`config.mk`:
```
export PLATFORM = sky130hd
export DESIGN_NAME = fifo_uart_tx
export DESIGN_NICKNAME = d
export VERILOG_FILES = /design/src/rtl/uart_pkg.sv /design/src/rtl/uart_tx_byte.sv /design/src/rtl/fifo_uart_tx.sv
export SDC_FILE = /design/constraint.sdc
export NUM_CORES = 1
export LEC_CHECK = 0
export CORE_MARGIN = 1
export CORE_UTILIZATION = 30
export DETAILED_ROUTE_END_ITERATION = 8
export GPL_TIMING_DRIVEN = 1
export PLACE_DENSITY = 0.58
export SETUP_SLACK_MARGIN = 0.3
export SYNTH_ARGS = -nofsm -noshare
export SYNTH_HDL_FRONTEND = slang
export SYNTH_HIERARCHICAL = 1
export SYNTH_SLANG_ARGS = --single-unit
```
`constraint.sdc`:
```
create_clock -name clk -period 3.8 [get_ports clk]
set_input_delay 1.14 -clock clk [delete_from_list [all_inputs] [get_ports clk]]
set_output_delay 1.14 -clock clk [all_outputs]
set_load 0.005 [all_outputs]
```
`src/rtl/uart_pkg.sv`:
```
// uart_pkg: shared FSM state encoding and 8N1 framing constants for the FIFO UART transmitter.
package uart_pkg;
  typedef enum logic [2:0] {IDLE, POP, LATCH, START, DATA, STOP} uart_state_e;
  localparam logic UART_START_BIT = 1'b0;
  localparam logic UART_STOP_BIT = 1'b1;
  localparam int UART_BITS_PER_BYTE = 8;
endpackage

```
`src/rtl/uart_tx_byte.sv`:
```
// uart_tx_byte: 8N1 byte serializer; owns the baud counter and bit index, and can chain straight into the next start bit.
module uart_tx_byte
  import uart_pkg::*;
#(
  parameter int CLKS_PER_BIT = 868
) (
  input  logic       clk,
  input  logic       rst,
  input  logic [7:0] data_i,
  input  logic       start_i,
  output logic       done_o,
  output logic       tx_o
);
  localparam int CW = $clog2(CLKS_PER_BIT);
  uart_state_e state_q, state_d;
  logic [CW-1:0] cnt_q, cnt_d;
  logic [2:0] bit_q, bit_d;
  logic tx_q, tx_d;
  logic wrap;
  assign wrap = cnt_q == CW'(CLKS_PER_BIT - 1);
  assign done_o = state_q == STOP && wrap;
  assign tx_o = tx_q;
  always_comb begin
    state_d = state_q;
    cnt_d = (state_q == IDLE || wrap) ? '0 : cnt_q + 1'b1;
    bit_d = bit_q;
    tx_d = tx_q;
    case (state_q)
      IDLE: if (start_i) begin
        state_d = START;
        tx_d = UART_START_BIT;
      end
      START: if (wrap) begin
        state_d = DATA;
        bit_d = '0;
        tx_d = data_i[0];
      end
      DATA: if (wrap) begin
        state_d = bit_q == 3'(UART_BITS_PER_BYTE - 1) ? STOP : DATA;
        bit_d = bit_q + 1'b1;
        tx_d = bit_q == 3'(UART_BITS_PER_BYTE - 1) ? UART_STOP_BIT : data_i[bit_q + 3'd1];
      end
      STOP: if (wrap) begin
        // a pending start skips IDLE so bytes of one word run back-to-back
        state_d = start_i ? START : IDLE;
        tx_d = start_i ? UART_START_BIT : UART_STOP_BIT;
      end
      default: state_d = IDLE;
    endcase
  end
  always_ff @(posedge clk or posedge rst) begin
    if (rst) begin
      state_q <= IDLE;
      cnt_q <= '0;
      bit_q <= '0;
      tx_q <= UART_STOP_BIT;
    end else begin
      state_q <= state_d;
      cnt_q <= cnt_d;
      bit_q <= bit_d;
      tx_q <= tx_d;
    end
  end
endmodule

```
`src/rtl/fifo_uart_tx.sv`:
```
// fifo_uart_tx: pops words from a registered-read FIFO and sends them LSB byte first as 8N1 UART frames.
`ifndef DATA_WIDTH
`define DATA_WIDTH 32
`endif
module fifo_uart_tx
  import uart_pkg::*;
#(
  parameter int DATA_WIDTH = `DATA_WIDTH,
  parameter int CLKS_PER_BIT = 868
) (
  input  logic                  clk,
  input  logic                  rst,
  input  logic [DATA_WIDTH-1:0] fifo_data_out,
  input  logic                  fifo_empty,
  output logic                  fifo_read_enabled,
  output logic                  tx,
  output logic                  busy
);
  localparam int BYTES = DATA_WIDTH / 8;
  localparam int BW = BYTES > 1 ? $clog2(BYTES) : 1;
  // START here covers the whole serializer run; its START/DATA/STOP phases live in uart_tx_byte
  uart_state_e state_q, state_d;
  logic [DATA_WIDTH-1:0] word_q, word_d;
  logic [BW-1:0] byte_q, byte_d;
  logic done, start, last;
  logic [7:0] cur_byte;
  assign last = byte_q == BW'(BYTES - 1);
  assign start = state_q == LATCH || (state_q == START && done && !last);
  assign cur_byte = word_q[8*int'(byte_q) +: 8];
  assign fifo_read_enabled = state_q == POP;
  assign busy = state_q != IDLE;
  always_comb begin
    state_d = state_q;
    word_d = word_q;
    byte_d = byte_q;
    case (state_q)
      IDLE: state_d = fifo_empty ? IDLE : POP;
      POP: state_d = LATCH;
      LATCH: begin
        state_d = START;
        word_d = fifo_data_out;
        byte_d = '0;
      end
      START: if (done) begin
        state_d = last ? IDLE : START;
        byte_d = last ? byte_q : byte_q + 1'b1;
      end
      default: state_d = IDLE;
    endcase
  end
  always_ff @(posedge clk or posedge rst) begin
    if (rst) begin
      state_q <= IDLE;
      word_q <= '0;
      byte_q <= '0;
    end else begin
      state_q <= state_d;
      word_q <= word_d;
      byte_q <= byte_d;
    end
  end
  uart_tx_byte #(.CLKS_PER_BIT(CLKS_PER_BIT)) u_ser (
    .clk(clk),
    .rst(rst),
    .data_i(cur_byte),
    .start_i(start),
    .done_o(done),
    .tx_o(tx)
  );
endmodule

```
==> flow_summary_export.csv, run 1 <==
group,metric,value,unit
placed_design,hpwlAfterDp,3.85,mm
cts,postCtsHoldBufs,0,
yosys,synth-seq-cells,53,
yosys,synth-warning-count,6,
yosys,synth_nets,313,
timing,finalSetupTns,0,ns
placed_design,placed_cells,407,
yosys,synth_compound_area_share,6.61,%
global_routing,grt_max_degree,33,
worst_setup_path,crit_type,"flop to output pin",
yosys,async_flop_share,100,%
power_and_ir_drop,swShare,22.4,%
global_routing,antenna_found_initial,0,
cells_and_area,fillers,913,
worst_setup_path,end_kind,"output pin",
yosys,synth_cells,274,
cts,cts.sinks,53,
yosys,synth_largest_area_cell,"dfrtp_1",
global_routing,grt_pass1_wl,9.12,mm
yosys,yosysUniqueCellTypes,42,
floorplan,ioPinCount,38,
cells_and_area,layout_common_cells,"nand2_1 (104), dfrtp_1 (52), clkdlybuf4s50_1 (37)",
cts,clk_pin_slew,0.09,ns
timing,final.setup_skew,0.00804,ns
cells_and_area,insertedDiodeCount,0,
cts,cts_htree_levels,2,
yosys,ys_top_cells_by_area,"dfrtp_1 (48%), nand2_1 (15%), mux4_1 (4.9%)",
yosys,synth_edf_count,0,
route,drt_iter0_drc,68,
floorplan,core_region_area,0.00868,mm^2
route,num_vias,1964,
cts,clockBufferDepth,2,
timing,rsz0062_at_grt,"no",
yosys,yosys.area_share.simple,24.1,%
timing,finalMaxSlewViolations,0,
cts,cts_inserted_buffers,5,
yosys,synth_top_family_by_area,"simple AND/OR/NAND/NOR gates",
cts,cts_tree,"built",
timing,setup_violations,0,
timing,tightest_slew,0.745,ns
timing,fmax,369,MHz
route,routed_wl,5.25,mm
hold_path,min-delay-path-class,"flop to flop",
cts,clockRootBuffer,"clkbuf_8",
floorplan,dieArea,0.00934,mm^2
timing,slew_headroom,50.3,%
timing,finalHoldViolCount,0,
yosys,muxShareOfSynthArea,9.50,%
yosys,seq_area_frac_synth,49.4,%
worst_setup_path,cp.required,2.66,ns
worst_setup_path,crit_path_cell_trace,"or2_2 > clkdlybuf4s50_1",
run_status,status,"complete, no violations",
yosys,synth_xor_area_share,2.61,%
yosys,synth_fa_ha_area_share,1.86,%
power_and_ir_drop,irDropWorstVdd,0.139,mV
power_and_ir_drop,power_leakage,0.00146,uW
yosys,syn_area,0.00269,mm^2
cts,clkLatencyLatePin,0.30,ns
cts,postCtsSetupRepairBufs,0,
floorplan,fp.dieW,96.6,um
floorplan,row_count,34,
route,wl_per_cell,12.7,um
cells_and_area,drive_gt1_share,8.79,%
job,cap_violations,0,
power_and_ir_drop,p_int,758,uW
floorplan,die_h,96.6,um
power_and_ir_drop,switching_power,218,uW
global_routing,grt_pass1_vias,1935,
power_and_ir_drop,powerDensity,307,mW/mm^2
worst_setup_path,critPathMaxStageDelay,0.49,ns
timing,min_period,2.71,ns
cells_and_area,final_cells,415,
route,drc_errors,0,
global_routing,grt_usage,11.8,%
yosys,synth_ff_type,"dfrtp_1",
placed_design,gp_congestion,0.740,
yosys,avgSynthCellArea,9.80,um^2
worst_setup_path,cp_max_fo,11,
cts,cts_resized,0,
cells_and_area,syn_to_final_growth,18.4,%
cells_and_area,final_common_cell,"nand2_1",
worst_setup_path,crit_slowest_cell,"dfrtp_1",
cells_and_area,nets,345,
power_and_ir_drop,power_frac_comb,7.5,%
worst_setup_path,arrival,1.57,ns
route,dr.pass1.iters,4,
worst_setup_path,critical_path.startpoint_type,"flop",
power_and_ir_drop,pwr-share-seq,60.4,%
route,routed_via_density,4.73,
timing,period_share,71.3,%
route,ant_nets,0,
global_routing,grt_remaining_overflow,0,
floorplan,start_util,31.0,%
placed_design,portBuffers,37,
power_and_ir_drop,p_clk_share,32.1,%
yosys,synth_top_area_share,48.4,%
## per-stage QoR
step	setup WS, ns	area, um^2	total power, uW	hold WS, ns	utilization [%]
5_1_grt	0.846	3180	1010	0.492	36.6
3_5_place_dp	1.14	3100	675	0.459	35.7
2_1_floorplan	1.48	2690	628	0.437	-
3_3_place_gp	1.23	3100	673	0.451	35.7
4_1_cts	1.07	3180	992	0.483	36.6
6_report	1.09	3180	976	0.475	36.6
## flip-flops by register name, indices dropped and copies added (netlist names)
name           cells
word_q            32
u_ser/cnt_q       10
u_ser/bit_q        3
u_ser/state_q      3
byte_q             2
state_q            2
u_ser/tx_o         1
## path summary, 6_finish.rpt
check | startpoint | end | slack, ns | cells after the start
max | state_q[0] | busy | 1.09 | 2
min | word_q[8] | word_q[8] | 0.48 | 2
max reg2reg | u_ser/cnt_q[0] | u_ser/state_q[0] | 1.09 | 9
min reg2reg | word_q[8] | word_q[8] | 0.48 | 2
max in group asynchronous | rst | word_q[22] | 1.85 | 3
min in group asynchronous | rst | u_ser/cnt_q[9] | 1.28 | 2
## cells by family (layout without fill, tap and decap cells)
group,count (synthesis),count (layout)
AOI/OAI and AO/OA,23,23
xor gates and xnor gates,8,8
adders and majority gates,4,4
buffers and inverters,25,58
DFF,53,53
muxes,11,11
and+or+nand+nor,150,150
## critical path: cells and delay by family (launching register included)
| kind | cells | cell delay (ns) |
|---|---|---|
| AND/OR/NAND/NOR | 1 | 0.33 |
| flip-flops | 1 | 0.49 |
| buffers and inverters | 1 | 0.45 |
## power groups by stage
stage               combinational, uW  sequential (uW)  clock, uW
floorplan                        30.0              598          0
global route                     81.7              592        341
CTS                              74.7              590        328
detailed placement               74.2              601          0
finish                           72.8              589        314
global placement                 72.7              601          0
## layer usage
layer / vias up / routed length, um / global-route usage, %
li1: 982 / - / -
met1: 931 / 2580 / 15.9
met2: 45 / 2400 / 19.0
met3: 6 / 203 / 2.53
met4: 0 / 68 / 3.44
met5: - / 0 / 0
## cell usage after synthesis, types with 2 or more instances
library cell	number
or3_4	2
clkbuf_1	5
o221a_2	3
and3_1	2
xor2_1	2
dfrtp_1	52
nand2_1	104
nand2b_1	2
inv_1	10
clkbuf_8	3
ha_1	4
xnor2_1	6
or2_2	2
or4_1	3
nor3_1	5
o21ai_0	3
nor2_1	17
a31oi_1	5
buf_6	4
mux4_2	5
mux4_1	5
buf_2	3
nand3_1	6
o22ai_1	3
## cell type report
class / count / area [um^2] / area share [%]
sequential: 53 / 1330 / 41.7
multi-input combinational: 196 / 1200 / 37.8
timing repair buffer: 40 / 393 / 12.4
tap: 108 / 135 / 4.25
clock buffer: 7 / 76.3 / 2.40
inverter: 10 / 37.5 / 1.18
clock inverter: 1 / 7.51 / 0.236
Note: power is estimated with default switching activity, not from simulation.
==> inputs of run 2 (changes only) <==
- clock period: 3.8 -> 2.8 ns (I/O delays scaled with it)
==> run 2 against run 1 <==
Net effect: core utilization increased by 0.65 points; sequential power increased by 36%; first-iteration DRC count increased by 13%; critical path depth unchanged; sequential share of layout area decreased by 0.69 points; global-route usage about the same; cell count increased by 0.48%; via count decreased by 0.10%; clock-buffer cell count decreased by 1; register-to-register slack got worse by 0.67 ns; largest cell class unchanged; die area unchanged.
==> flow_summary_export.csv, run 2 (synthesized netlist as in run 1, its figures left out) <==
group,metric,value,unit
route,drc_errors,0,
cells_and_area,layout_common_cells,"nand2_1 (104), dfrtp_1 (51), clkdlybuf4s50_1 (37)",
run_status,status,"complete, no violations",
global_routing,antenna_found_initial,0,
power_and_ir_drop,p_clk_share,36.2,%
route,wl_per_cell,12.4,um
cells_and_area,largest_register_ffs,32,
global_routing,grt_pass1_wl,9.10,mm
cells_and_area,regArea,0.00133,mm^2
timing,fin_ws,0.411,ns
floorplan,ioPinCount,38,
floorplan,fp.dieW,96.6,um
cells_and_area,fillers,895,
route,routed_wl,5.17,mm
route,routed_via_density,4.71,
worst_setup_path,critical_path.startpoint_type,"flop",
hold_path,min-delay-path-class,"flop to flop",
worst_setup_path,cp_max_fo,11,
timing,rsz0062_at_grt,"yes",
cts,cts_tree,"built",
global_routing,grt_max_degree,37,
power_and_ir_drop,power_frac_comb,6.9,%
cells_and_area,syn_to_final_growth,20.5,%
power_and_ir_drop,swShare,20.6,%
worst_setup_path,reg2reg_slack,0.42,ns
placed_design,place_ws,0.233,ns
cells_and_area,biggestRegsByFlops,"word_q (32), u_ser/cnt_q (10)",
power_and_ir_drop,p_int,1120,uW
placed_design,hpwlAfterDp,3.63,mm
cts,cts_htree_levels,2,
worst_setup_path,arrival,1.55,ns
route,dr_wl_met2,2.36,mm
floorplan,core_region_area,0.00868,mm^2
floorplan,start_util,31.0,%
power_and_ir_drop,power_leakage,0.00149,uW
route,dr.pass1.iters,4,
cells_and_area,final_common_cell,"nand2_1",
timing,tightest_slew,0.665,ns
timing,min_period,2.39,ns
route,num_vias,1962,
cells_and_area,multiInputGateArea,0.00122,mm^2
route,drt_iter0_drc,77,
timing,finalMaxSlewViolations,0,
worst_setup_path,rr_worst_depth,5,
worst_setup_path,critPathMaxStageDelay,0.49,ns
worst_setup_path,cp.required,1.96,ns
route,route.met3.wl,203,um
global_routing,grt_pass1_vias,1957,
power_and_ir_drop,powerDensity,434,mW/mm^2
timing,period_share,85.3,%
worst_setup_path,end_kind,"output pin",
worst_setup_path,crit_slowest_cell,"dfrtp_2",
cells_and_area,nets,347,
worst_setup_path,cp-endpoint,"busy",
timing,finalSetupTns,0,ns
power_and_ir_drop,pwr-share-seq,57.0,%
cells_and_area,insertedDiodeCount,0,
worst_setup_path,crit_path_cell_trace,"or2_2 > clkdlybuf4s50_1",
placed_design,portBuffers,37,
power_and_ir_drop,switching_power,289,uW
floorplan,row_count,34,
cts,clockBufferDepth,2,
cts,clk_pin_slew,0.09,ns
floorplan,dieArea,0.00934,mm^2
worst_setup_path,r2r-start,"byte_q[0]",
cells_and_area,drive_gt1_share,10.7,%
worst_setup_path,crit_type,"flop to output pin",
cells_and_area,regMostFlops,"word_q",
global_routing,grt_usage,11.8,%
timing,slew_headroom,55.7,%
floorplan,die_h,96.6,um
worst_setup_path,r2r_end,"u_ser/tx_o",
job,cap_violations,0,
global_routing,grt_remaining_overflow,0,
timing,final.setup_skew,0.00438,ns
cts,clockRootBuffer,"clkbuf_8",
cts,postCtsHoldBufs,0,
timing,setup_violations,0,
worst_setup_path,crit_start,"state_q[0]",
route,highest_layer,"met4",
power_and_ir_drop,irDropWorstVdd,0.188,mV
cts,cts_inserted_buffers,5,
route,met1_length,2.55,mm
route,ant_nets,0,
timing,finalHoldViolCount,0,
cts,clkLatencyLatePin,0.30,ns
placed_design,gp_congestion,0.826,
cts,cts.sinks,53,
timing,fmax,419,MHz
-- run 2: changes by cell type in the layout (fill, tap and decap cells not counted), sizes merged --
cell / before / now
clkinv: 0 / 1
clkinvlp: 1 / 0
buf: 3 / 5
clkbuf: 7 / 6
bufinv: 0 / 1
-- run 2: worst min-delay path by stage --
stage,from,to,slack (ns),cells after the start
floorplan,word_q[10],word_q[10],0.44,2
global placement,word_q[6],word_q[6],0.45,2
detailed placement,word_q[28],word_q[28],0.46,2
CTS,word_q[28],word_q[28],0.48,2
global route,word_q[5],word_q[5],0.50,2
finish,word_q[5],word_q[5],0.48,2
-- run 2: metal layers --
layer | track usage (%) | vias to the layer above
met2 | 18.5 | 48
met5 | 0 | -
met4 | 3.10 | 0
met1 | 16.8 | 920
met3 | 2.24 | 5
li1 | - | 989
-- run 2: power by group through the flow --
stage / registers [uW] / clock network (uW) / logic [uW]
CTS: 800 / 531 / 99.2
global placement: 814 / 0 / 97.9
global route: 804 / 565 / 109
finish: 800 / 508 / 96.5
floorplan: 811 / 0 / 40.7
detailed placement: 815 / 0 / 98.9
-- run 2: layout make-up --
type,count,share of cell area (%)
sequential,53,41.1
multi-input combinational,196,37.7
clock inverter,2,1.08
clock buffer,6,2.24
tap,108,4.17
inverter,10,1.16
timing repair buffer,42,12.6
-- run 2: metrics by stage --
step	utilization [%]	hold slack, ns	area, um^2	power [uW]	instances
global route	37.3	0.503	3240	1480	417
finish	37.3	0.479	3240	1400	417
floorplan	-	0.437	2690	852	274
CTS	37.0	0.480	3210	1430	415
global placement	35.7	0.450	3100	912	407
detailed placement	35.7	0.458	3100	914	407
-- run 2: repair_timing --
| action | in CTS | in global routing |
|---|---|---|
| resized for setup | 1 | 3 |
| pin swaps | 0 | 0 |
| setup buffers | 0 | 2 |
| endpoints found under the setup margin | 3 | 4 |
-- run 2: critical path, delay by kind of cell, from the launching register on --
family,cells,cell delay (ns)
simple gates,1,0.31
buf+inv,1,0.45
flops,1,0.49
